--- src/rtl/lut_neuron_readback.sv ---
// lut_neuron_readback
//   Sweeps every address of a LUT neuron (combinational or pipelined ROM),
//   captures each result once it is valid, packs the results LSB-first into
//   WORD_W-bit words and streams them out over valid/ready.
//
//   Optional feature, enabled by defining LUT_READBACK_CHECKSUM_EN:
//   an extra beat follows the last data word. It carries the XOR of all data
//   words in the sweep and takes over m_tlast. Without the macro no
//   accumulator exists and the stream ends on the last data word.
module lut_neuron_readback #(
  parameter int IN_BITS     = 8,
  parameter int OUT_BITS    = 1,
  parameter int WORD_W      = 32,
  parameter int LUT_LATENCY = 0
) (
  input  logic                clk,
  input  logic                rst,
  input  logic                start,
  output logic                busy,
  output logic                done,
  output logic [IN_BITS-1:0]  lut_addr,
  input  logic [OUT_BITS-1:0] lut_data,
  output logic [WORD_W-1:0]   m_tdata,
  output logic                m_tvalid,
  input  logic                m_tready,
  output logic                m_tlast
);

  // Sweep geometry. E (entries per word) always divides 2^IN_BITS, so it is a
  // power of two and the slot counter wraps naturally.
  localparam int NUM_ENTRIES      = 1 << IN_BITS;
  localparam int ENTRIES_PER_WORD = WORD_W / OUT_BITS;
  localparam int NUM_BEATS        = (NUM_ENTRIES * OUT_BITS) / WORD_W;
  localparam int SLOT_W = (ENTRIES_PER_WORD > 1) ? $clog2(ENTRIES_PER_WORD) : 1;
  localparam int BEAT_W = (NUM_BEATS > 1) ? $clog2(NUM_BEATS) : 1;
  localparam int LAT_W  = (LUT_LATENCY > 1) ? $clog2(LUT_LATENCY) : 1;

  localparam logic [IN_BITS-1:0] ENTRY_ONE = IN_BITS'(1);
  localparam logic [SLOT_W-1:0]  SLOT_ONE  = SLOT_W'(1);
  localparam logic [SLOT_W-1:0]  SLOT_LAST = SLOT_W'(ENTRIES_PER_WORD - 1);
  localparam logic [BEAT_W-1:0]  BEAT_ONE  = BEAT_W'(1);
  localparam logic [BEAT_W-1:0]  BEAT_LAST = BEAT_W'(NUM_BEATS - 1);
  localparam logic [LAT_W-1:0]   LAT_ONE   = LAT_W'(1);
  // WAIT spends LUT_LATENCY cycles after SAMPLE, counting LUT_LATENCY-1 down to 0.
  localparam logic [LAT_W-1:0]   LAT_LOAD  = (LUT_LATENCY > 0) ? LAT_W'(LUT_LATENCY - 1) : '0;

  localparam logic [2:0] ST_IDLE   = 3'd0;
  localparam logic [2:0] ST_SAMPLE = 3'd1;
  localparam logic [2:0] ST_WAIT   = 3'd2;
  localparam logic [2:0] ST_EMIT   = 3'd3;
`ifdef LUT_READBACK_CHECKSUM_EN
  localparam logic [2:0] ST_CSUM   = 3'd4;
`endif

  logic [2:0]          state;
  logic [IN_BITS-1:0]  entry;
  logic [SLOT_W-1:0]   slot;
  logic [BEAT_W-1:0]   beat;
  logic [LAT_W-1:0]    lat_cnt;
  logic [WORD_W-1:0]   pack;

  logic start_accept;
  logic capture;
  logic handshake;
  logic last_slot;
  logic last_beat;

  // Decode of the current cycle's events from the registered state.
  // NOTE: every signal assigned in always_comb gets a default first so no
  // path can leave it unassigned and infer a latch.
  always_comb begin
    start_accept = 1'b0;
    capture      = 1'b0;
    // A start coinciding with the done pulse is deliberately ignored.
    if (state == ST_IDLE && start && !done) start_accept = 1'b1;
    if (state == ST_SAMPLE && LUT_LATENCY == 0) capture = 1'b1;
    if (state == ST_WAIT && lat_cnt == '0) capture = 1'b1;
  end

  assign handshake = m_tvalid && m_tready;
  assign last_slot = (slot == SLOT_LAST);
  assign last_beat = (beat == BEAT_LAST);
  assign lut_addr  = entry;

  // Sweep FSM: address/slot/beat/latency counters plus busy and done.
  // NOTE: sequential state uses non-blocking assignments so every register
  // sees the pre-edge values of the others, independent of statement order.
  always_ff @(posedge clk or posedge rst) begin
    if (rst) begin
      state   <= ST_IDLE;
      entry   <= '0;
      slot    <= '0;
      beat    <= '0;
      lat_cnt <= '0;
      busy    <= 1'b0;
      done    <= 1'b0;
    end else begin
      done <= 1'b0;
      case (state)
        ST_IDLE: begin
          if (start_accept) begin
            state <= ST_SAMPLE;
            busy  <= 1'b1;
            entry <= '0;
            slot  <= '0;
            beat  <= '0;
          end
        end

        ST_SAMPLE: begin
          if (LUT_LATENCY > 0) begin
            state   <= ST_WAIT;
            lat_cnt <= LAT_LOAD;
          end else if (last_slot) begin
            state <= ST_EMIT;
          end else begin
            entry <= entry + ENTRY_ONE;
            slot  <= slot + SLOT_ONE;
          end
        end

        ST_WAIT: begin
          if (lat_cnt != '0) begin
            lat_cnt <= lat_cnt - LAT_ONE;
          end else if (last_slot) begin
            state <= ST_EMIT;
          end else begin
            entry <= entry + ENTRY_ONE;
            slot  <= slot + SLOT_ONE;
            state <= ST_SAMPLE;
          end
        end

        ST_EMIT: begin
          // Address, slot and beat are frozen until the word is accepted.
          if (handshake) begin
            slot <= '0;
            beat <= beat + BEAT_ONE;
            if (last_beat) begin
`ifdef LUT_READBACK_CHECKSUM_EN
              state <= ST_CSUM;
`else
              state <= ST_IDLE;
              busy  <= 1'b0;
              done  <= 1'b1;
              entry <= '0;
              beat  <= '0;
`endif
            end else begin
              entry <= entry + ENTRY_ONE;
              state <= ST_SAMPLE;
            end
          end
        end

`ifdef LUT_READBACK_CHECKSUM_EN
        ST_CSUM: begin
          if (handshake) begin
            state <= ST_IDLE;
            busy  <= 1'b0;
            done  <= 1'b1;
            entry <= '0;
            beat  <= '0;
          end
        end
`endif

        default: state <= ST_IDLE;
      endcase
    end
  end

  // Pack register: insert each captured result at its slot, clear once the
  // word has been handed downstream so the next word starts from zero.
  // NOTE: this register is cleared on reset because a partial word must
  // never leak into the first word of the next sweep.
  always_ff @(posedge clk or posedge rst) begin
    if (rst) begin
      pack <= '0;
    end else if (capture) begin
      pack[int'(slot) * OUT_BITS +: OUT_BITS] <= lut_data;
    end else if (state == ST_EMIT && handshake) begin
      pack <= '0;
    end
  end

`ifdef LUT_READBACK_CHECKSUM_EN
  logic [WORD_W-1:0] csum;

  // Checksum accumulator: XOR of every data word accepted in this sweep.
  always_ff @(posedge clk or posedge rst) begin
    if (rst) begin
      csum <= '0;
    end else if (start_accept) begin
      csum <= '0;
    end else if (state == ST_EMIT && handshake) begin
      csum <= csum ^ pack;
    end
  end

  assign m_tvalid = (state == ST_EMIT) || (state == ST_CSUM);
  assign m_tdata  = (state == ST_CSUM) ? csum : pack;
  assign m_tlast  = (state == ST_CSUM);
`else
  assign m_tvalid = (state == ST_EMIT);
  assign m_tdata  = pack;
  assign m_tlast  = (state == ST_EMIT) && last_beat;
`endif

endmodule

--- config.mk ---
export PLATFORM = sky130hd
export DESIGN_NAME = lut_neuron_readback
export DESIGN_NICKNAME = d
export VERILOG_FILES = /design/src/rtl/lut_neuron_readback.sv
export SDC_FILE = /design/constraint.sdc
export NUM_CORES = 1
export LEC_CHECK = 0
export CAP_MARGIN = 10
export CORE_UTILIZATION = 60
export CTS_BUF_LIST = sky130_fd_sc_hd__clkbuf_4
export DETAILED_ROUTE_END_ITERATION = 16
export DONT_BUFFER_PORTS = 1
export GPL_ROUTABILITY_DRIVEN = 0
export PLACE_DENSITY = 0.77
export SYNTH_ARGS = -nofsm -noshare
export SYNTH_HDL_FRONTEND = slang
export SYNTH_SLANG_ARGS = --single-unit
--- constraint.sdc ---
create_clock -name clk -period 2.5 [get_ports clk]
set_input_delay 0.5 -clock clk [delete_from_list [all_inputs] [get_ports clk]]
set_output_delay 0.5 -clock clk [all_outputs]
set_load 0.005 [all_outputs]
### After elaboration in Yosys (flattened, before gate mapping)

Index checks and enable logic that the tools add are counted.

| word-level totals | value |
|---|---|
| bits in registers | 54 |
| input port bits | 5 |
| logic and storage cells | 77 |

| cells by class | value |
|---|---|
| $add $sub $neg | 5 |
| equal/unequal tests | 10 |
| shift-type cells | 2 |
| muxes and demuxes | 36 |
| bitwise logic cells | 1 |
| reductions and logical operators | 15 |

Operator list:

| operator | count |
|---|---|
| 32-bit two-way mux | 2 |
| 8-bit two-way mux | 5 |
| 5-bit negator with 33-bit output | 1 |
| 1-bit by 33-bit variable shift with 32-bit output (first input constant) | 1 |
| 1-bit by 33-bit variable part select with 32-bit output | 1 |
| 32-bit bitwise mux | 1 |
| 8-bit case mux with 4 select lines | 1 |
| 3-bit two-way mux | 7 |
| 5-bit two-way mux | 4 |
| 5-bit case mux with 4 select lines | 1 |
| 3-bit case mux with 4 select lines | 1 |
| 4-bit AND reduction | 3 |
| 1-bit two-way mux | 11 |
| 8-bit by 1-bit adder with 8-bit output (second input constant) | 1 |
| 3-bit by 2-bit == test with 1-bit output (second input constant) | 2 |
| 1-bit logical AND | 6 |
| 2-bit != test (second input constant) | 3 |
| 3-bit case mux with 2 select lines | 1 |
| 5-bit by 1-bit adder with 5-bit output (second input constant) | 1 |
| 5-bit == test (second input constant) | 1 |
| 2-bit by 1-bit != test with 1-bit output (second input constant) | 2 |
| 2-bit nonzero test | 2 |
| 4-bit nonzero test | 1 |
| 3-bit by 1-bit adder with 3-bit output (second input constant) | 1 |
| other kinds (9) | 9 |

### Longest topological paths before layout

| depth | value |
|---|---|
| word-level depth | 6 |
| gate-level depth with buffers | 10 |
| depth with buffers taken out | 9 |

### Worst setup path after synthesis

Ideal clock, no wire load.

| path | value |
|---|---|
| path kind | reg2reg |
| start point | register slot[0] |
| end point | register pack[30], in the netlist m_tdata[30] |
| setup time | 0.081 ns |
| arrival | 2.482 ns |
| data required time | 2.419 ns |
| path slack | -0.063 ns |
| stages on the path, launching flop included | 11 |
| buffers on the path | 1 |
| period minus slack after synthesis | 2.563 ns |
| cells stage by stage | dfrtp_1 -> inv_2 -> ha_1 -> or3b_4 -> inv_1 -> ha_1 -> nor2b_1 -> clkbuf_1 -> nand2_1 -> o32ai_1 -> mux2i_1 |

| on the way | value |
|---|---|
| longest elaborated chain between the ends | 4 |
| elaborated cells on any way between the ends | 5 |

Ends and longest elaborated chain:

| element | RTL line | source |
|---|---|---|
| start, declared | 57 | `logic [SLOT_W-1:0] slot;` |
| start signal, assigned | 118 | `slot <= slot + SLOT_ONE;` |
| start signal, assigned | 129 | `slot <= slot + SLOT_ONE;` |
| 5-bit negator with 33-bit output * | 181 | `pack[int'(slot) * OUT_BITS +: OUT_BITS] <= lut_data;` |
| 1-bit by 33-bit variable part select with 32-bit output or 1-bit by 33-bit variable shift with 32-bit output (tied branches) | 181 |  |
| 32-bit bitwise mux * | 181 |  |
| 32-bit two-way mux * | 180 | `end else if (capture) begin` |
| end signal, assigned by index | 181 |  |
| end, declared | 60 | `logic [WORD_W-1:0] pack;` |

Mark *: on every way between the ends. The rest lies on a longest branch, timed or not.
A chain may end at the register's enable or synchronous reset.

### Final worst setup path

| path | value |
|---|---|
| start point | register slot[0] |
| end point | register entry[7], in the netlist lut_addr[7] |

| on the way | value |
|---|---|
| longest elaborated chain between the ends | 4 |

Ends and longest elaborated chain:

| element | RTL line | source |
|---|---|---|
| 5-bit == test * | 81 | `assign last_slot = (slot == SLOT_LAST);` |
| 8-bit two-way mux * | n/a |  |
| 8-bit two-way mux | n/a |  |
| 8-bit case mux with 4 select lines * | n/a |  |
| end signal, assigned | 117 | `entry <= entry + ENTRY_ONE;` |
| end signal, assigned | 128 | `entry <= entry + ENTRY_ONE;` |
| end signal, assigned | 150 | `entry <= entry + ENTRY_ONE;` |
| end, declared | 56 | `logic [IN_BITS-1:0] entry;` |

Mark *: on every way between the ends. The rest lies on a longest branch, timed or not. The select of a mux whose other input is x is not followed.

==> summary.txt <==
Yosys
  – Syn nets: 335
  – Top cell type by total area after synthesis: dfrtp_1
  – Post-synthesis sequential area ratio: 43.30%
  – Mapped Cells: 319
  – Ys Warns: 0
  – FF+latch count, synth: 52
  – Synth top area share: 43.30%
  – Ys async rst share: 100.0%
  – Synthesized area: 3005 um2
  – Netlist cell types: 52
  – Syn Area/Cell: 9.421 um2
  – Top cells by area, synth: dfrtp_1 43%, mux2i_1 8.0%, nand2_1 5.7%
  – Synth Flop Type: dfrtp_1
  – Number of synthesized flops with an enable pin: 0

Clock tree
  – # hold bufs at CTS: 0
  – Setup bufs post-CTS: 0
  – Clock buffer count from CTS: 5
  – Clk buf depth: 2
  – H-tree lvl count: 2
  – TritonCTS clock tree: done
  – Clk_lat worst skew: 0.39 ns
  – Reg clk slew, reported paths: 0.15 ns
  – Clock root buffer: clkbuf_4
  – CTS sink cnt: 52

Cells and area
  – Nets: 343
  – Ratio of cells with drive above 1 in the final layout: 14.02%
  – Antenna Cells: 0
  – Fill cells: 382
  – Area Growth Syn to Fin: 9.700%
  – Final core utilization: 68.89%
  – Design area: 3297 um2

Timing
  – Final WS setup: 0.1230 ns
  – Count of final max-slew check failures: 0
  – Fin Clk Skew: 0.008369 ns
  – Slew margin rel.: 60.04%
  – Worst-margin pin slew: 0.5981 ns
  – Final Hold Vio Count: 0
  – Unrepaired setup endpoints after global routing: false
  – Final setup fails: 0
  – Setup TNS: 0 ns
  – Tmin final: 2.377 ns
  – Tcrit/Tclk final: 95.08%
  – Top achievable clock speed: 0.4207 GHz

Routing
  – # DRC: 0
  – Wire per inst: 16.88 um
  – Vias: 2490
  – Remaining antenna violation count: 0
  – Drt pass-1 iters: 4
  – Starting DRC count in detailed routing: 261
  – Vias per inst: 6.304
  – Final WL: 6669 um

Placed design
  – Dpl cell area: 3154 um2
  – Post-DP HPWL: 4755 um
  – Pre-CTS setup slack: 0.1212 ns
  – Port Buffers: 0

Worst setup path
  – Setup crit start kind: flip-flop
  – Worst Path Max Fanout: 14
  – WP data required: 2.83 ns
  – Critical path capture point type: flip-flop
  – Crit path DAT: 2.71 ns
  – Crit Path Class: reg -> reg

Min path
  – Hold Crit Class: in -> async

Global route
  – Vias in the first global route: 2484
  – GRT Util Overall: 28.73%
  – Initial antenna violation count: 0
  – First-pass GRT wire length: 11720 um
  – Pin count of the biggest net entering global routing: 33
  – Grt ovf: 0

Power
  – PwrDens: 1008 nW/um2
  – Power Total: 0.003325 W
  – Leakage: 1.440 nW
  – Max VDD drop: 0.5335 mV

Floorplanning
  – Die area: 5296 um2
  – Die width: 72.78 um
  – Row Count: 25
  – DIE HEIGHT: 72.78 um
  – Initial core utilization: 62.80%
  – Top Ports: 49
  – Placeable Area: 4786 um2

Job
  – Maxcap violations: 0

Outcome
  – Status: finished clean
==> synth_stat cells, drive strengths merged, types with 4 or more instances <==
| library cell | count |
|---|---|
| a21oi | 10 |
| nor2 | 8 |
| mux2i | 24 |
| inv | 15 |
| o31ai | 6 |
| dfrtp | 52 |
| o21ai | 19 |
| nand4 | 14 |
| nand2 | 46 |
| nor3 | 5 |
| buf | 4 |
| clkbuf | 11 |
| o311ai | 4 |
| nand2b | 8 |
| o41ai | 6 |
| or3 | 4 |
| ha | 11 |
| and2 | 5 |
| nand3 | 18 |
| nor2b | 4 |
| nor3b | 4 |
==> final timing paths <==
| check | from | end | slack [ns] | cells past startpoint |
|---|---|---|---|---|
| worst max register to register | slot[0] | lut_addr[7] | 0.12 | 8 |
| min in group clk | m_tready | done | 0.25 | 1 |
| max in group asynchronous | rst | m_tdata[31] | 1.95 | 2 |
| worst min register to register | lut_addr[6] | lut_addr[6] | 0.55 | 1 |
| worst min-delay path | rst | lut_addr[3] | 0.008 | 1 |
| worst max-delay path | slot[0] | lut_addr[7] | 0.12 | 8 |
==> worst max-delay path, cell delays in order, from the launching register on <==
cell and delay (ns):
dfrtp_1 0.42, buf_4 0.20, ha_1 0.24, and3_1 0.19
ha_1 0.22, nand2_1 0.10, o211ai_1 0.24, or4_1 0.56
a21oi_1 0.16
==> flip-flops by register name (all words and copies together), names as in the netlist <==
signal,count
state,2
m_tdata,32
slot,5
beat,3
done,1
lut_addr,8
busy,1
==> layout make-up <==
type	count	area [um2]	area share, %
clock buffer	6	45.04	1.366
clock inverter	2	35.03	1.063
inverter	15	56.30	1.708
multi-input combinational	237	1643	49.83
sequential	52	1301	39.47
tap	67	83.83	2.543
timing repair buffer	16	132.6	4.023
==> cell families (layout without fill, tap and decap cells) <==
kind of cell	after synthesis	in the layout	synth area share (%)
compound gates	64	64	15.07
xor+xnor	3	3	0.8744
fa+ha+maj	11	11	4.579
buf+inv	30	39	4.122
flops	52	52	43.30
mux	26	26	8.743
simple gates	133	133	23.31
==> power by group <==
| group | total [W] | leakage [nW] | switching [W] | internal (W) |
|---|---|---|---|---|
| clock | 0.000499 | 0.0456 | 0.000278 | 0.000221 |
| combinational | 0.00177 | 0.682 | 0.00113 | 0.000643 |
| sequential | 0.00105 | 0.712 | 0.000102 | 0.000950 |
| total | 0.00332 | 1.44 | 0.00151 | 0.00181 |
==> metal layers <==
layer | track usage, % | vias to the layer above | part of all wire, %
met3 | 7.459 | 10 | 7.7
met2 | 42.58 | 85 | 44
met4 | 9.586 | 0 | 1.5
li1 | - | 1181 | -
met1 | 41.10 | 1214 | 47
met5 | 0 | - | 0
==> repair_timing <==
action                                  CTS  global route
endpoints found under the setup margin    0            17
hold endpoints to repair                  0             0
resized for setup                         0            15
==> cells in the final DEF, fill, tap and decap left out, types with 3 or more instances in the layout <==
cell type  count
a21oi_1       10
dfrtp_1       52
nor2b_1        3
and3_1         3
ha_1          10
nand4_1       14
nand2b_1       8
nor3_1         4
or3_1          3
o31ai_1        6
or2_2          3
nand3_1       18
o21ai_0       16
nor2_1         8
buf_4         15
o311ai_1       3
and2_1         3
nand3b_1       3
inv_2          4
clkbuf_4       6
inv_1         11
mux2i_1       24
o41ai_1        6
nand2_1       46
==> stage by stage <==
| step | hold slack [ns] | std cells |
|---|---|---|
| after global placement | 0.4540 | 387 |
| after floorplan | 0.4786 | 319 |
| final | 0.007935 | 395 |
| after detailed placement | 0.4559 | 387 |
| after global routing | 0.03878 | 395 |
| after CTS | 0.01883 | 395 |
Power figures use the tool's default switching activity.
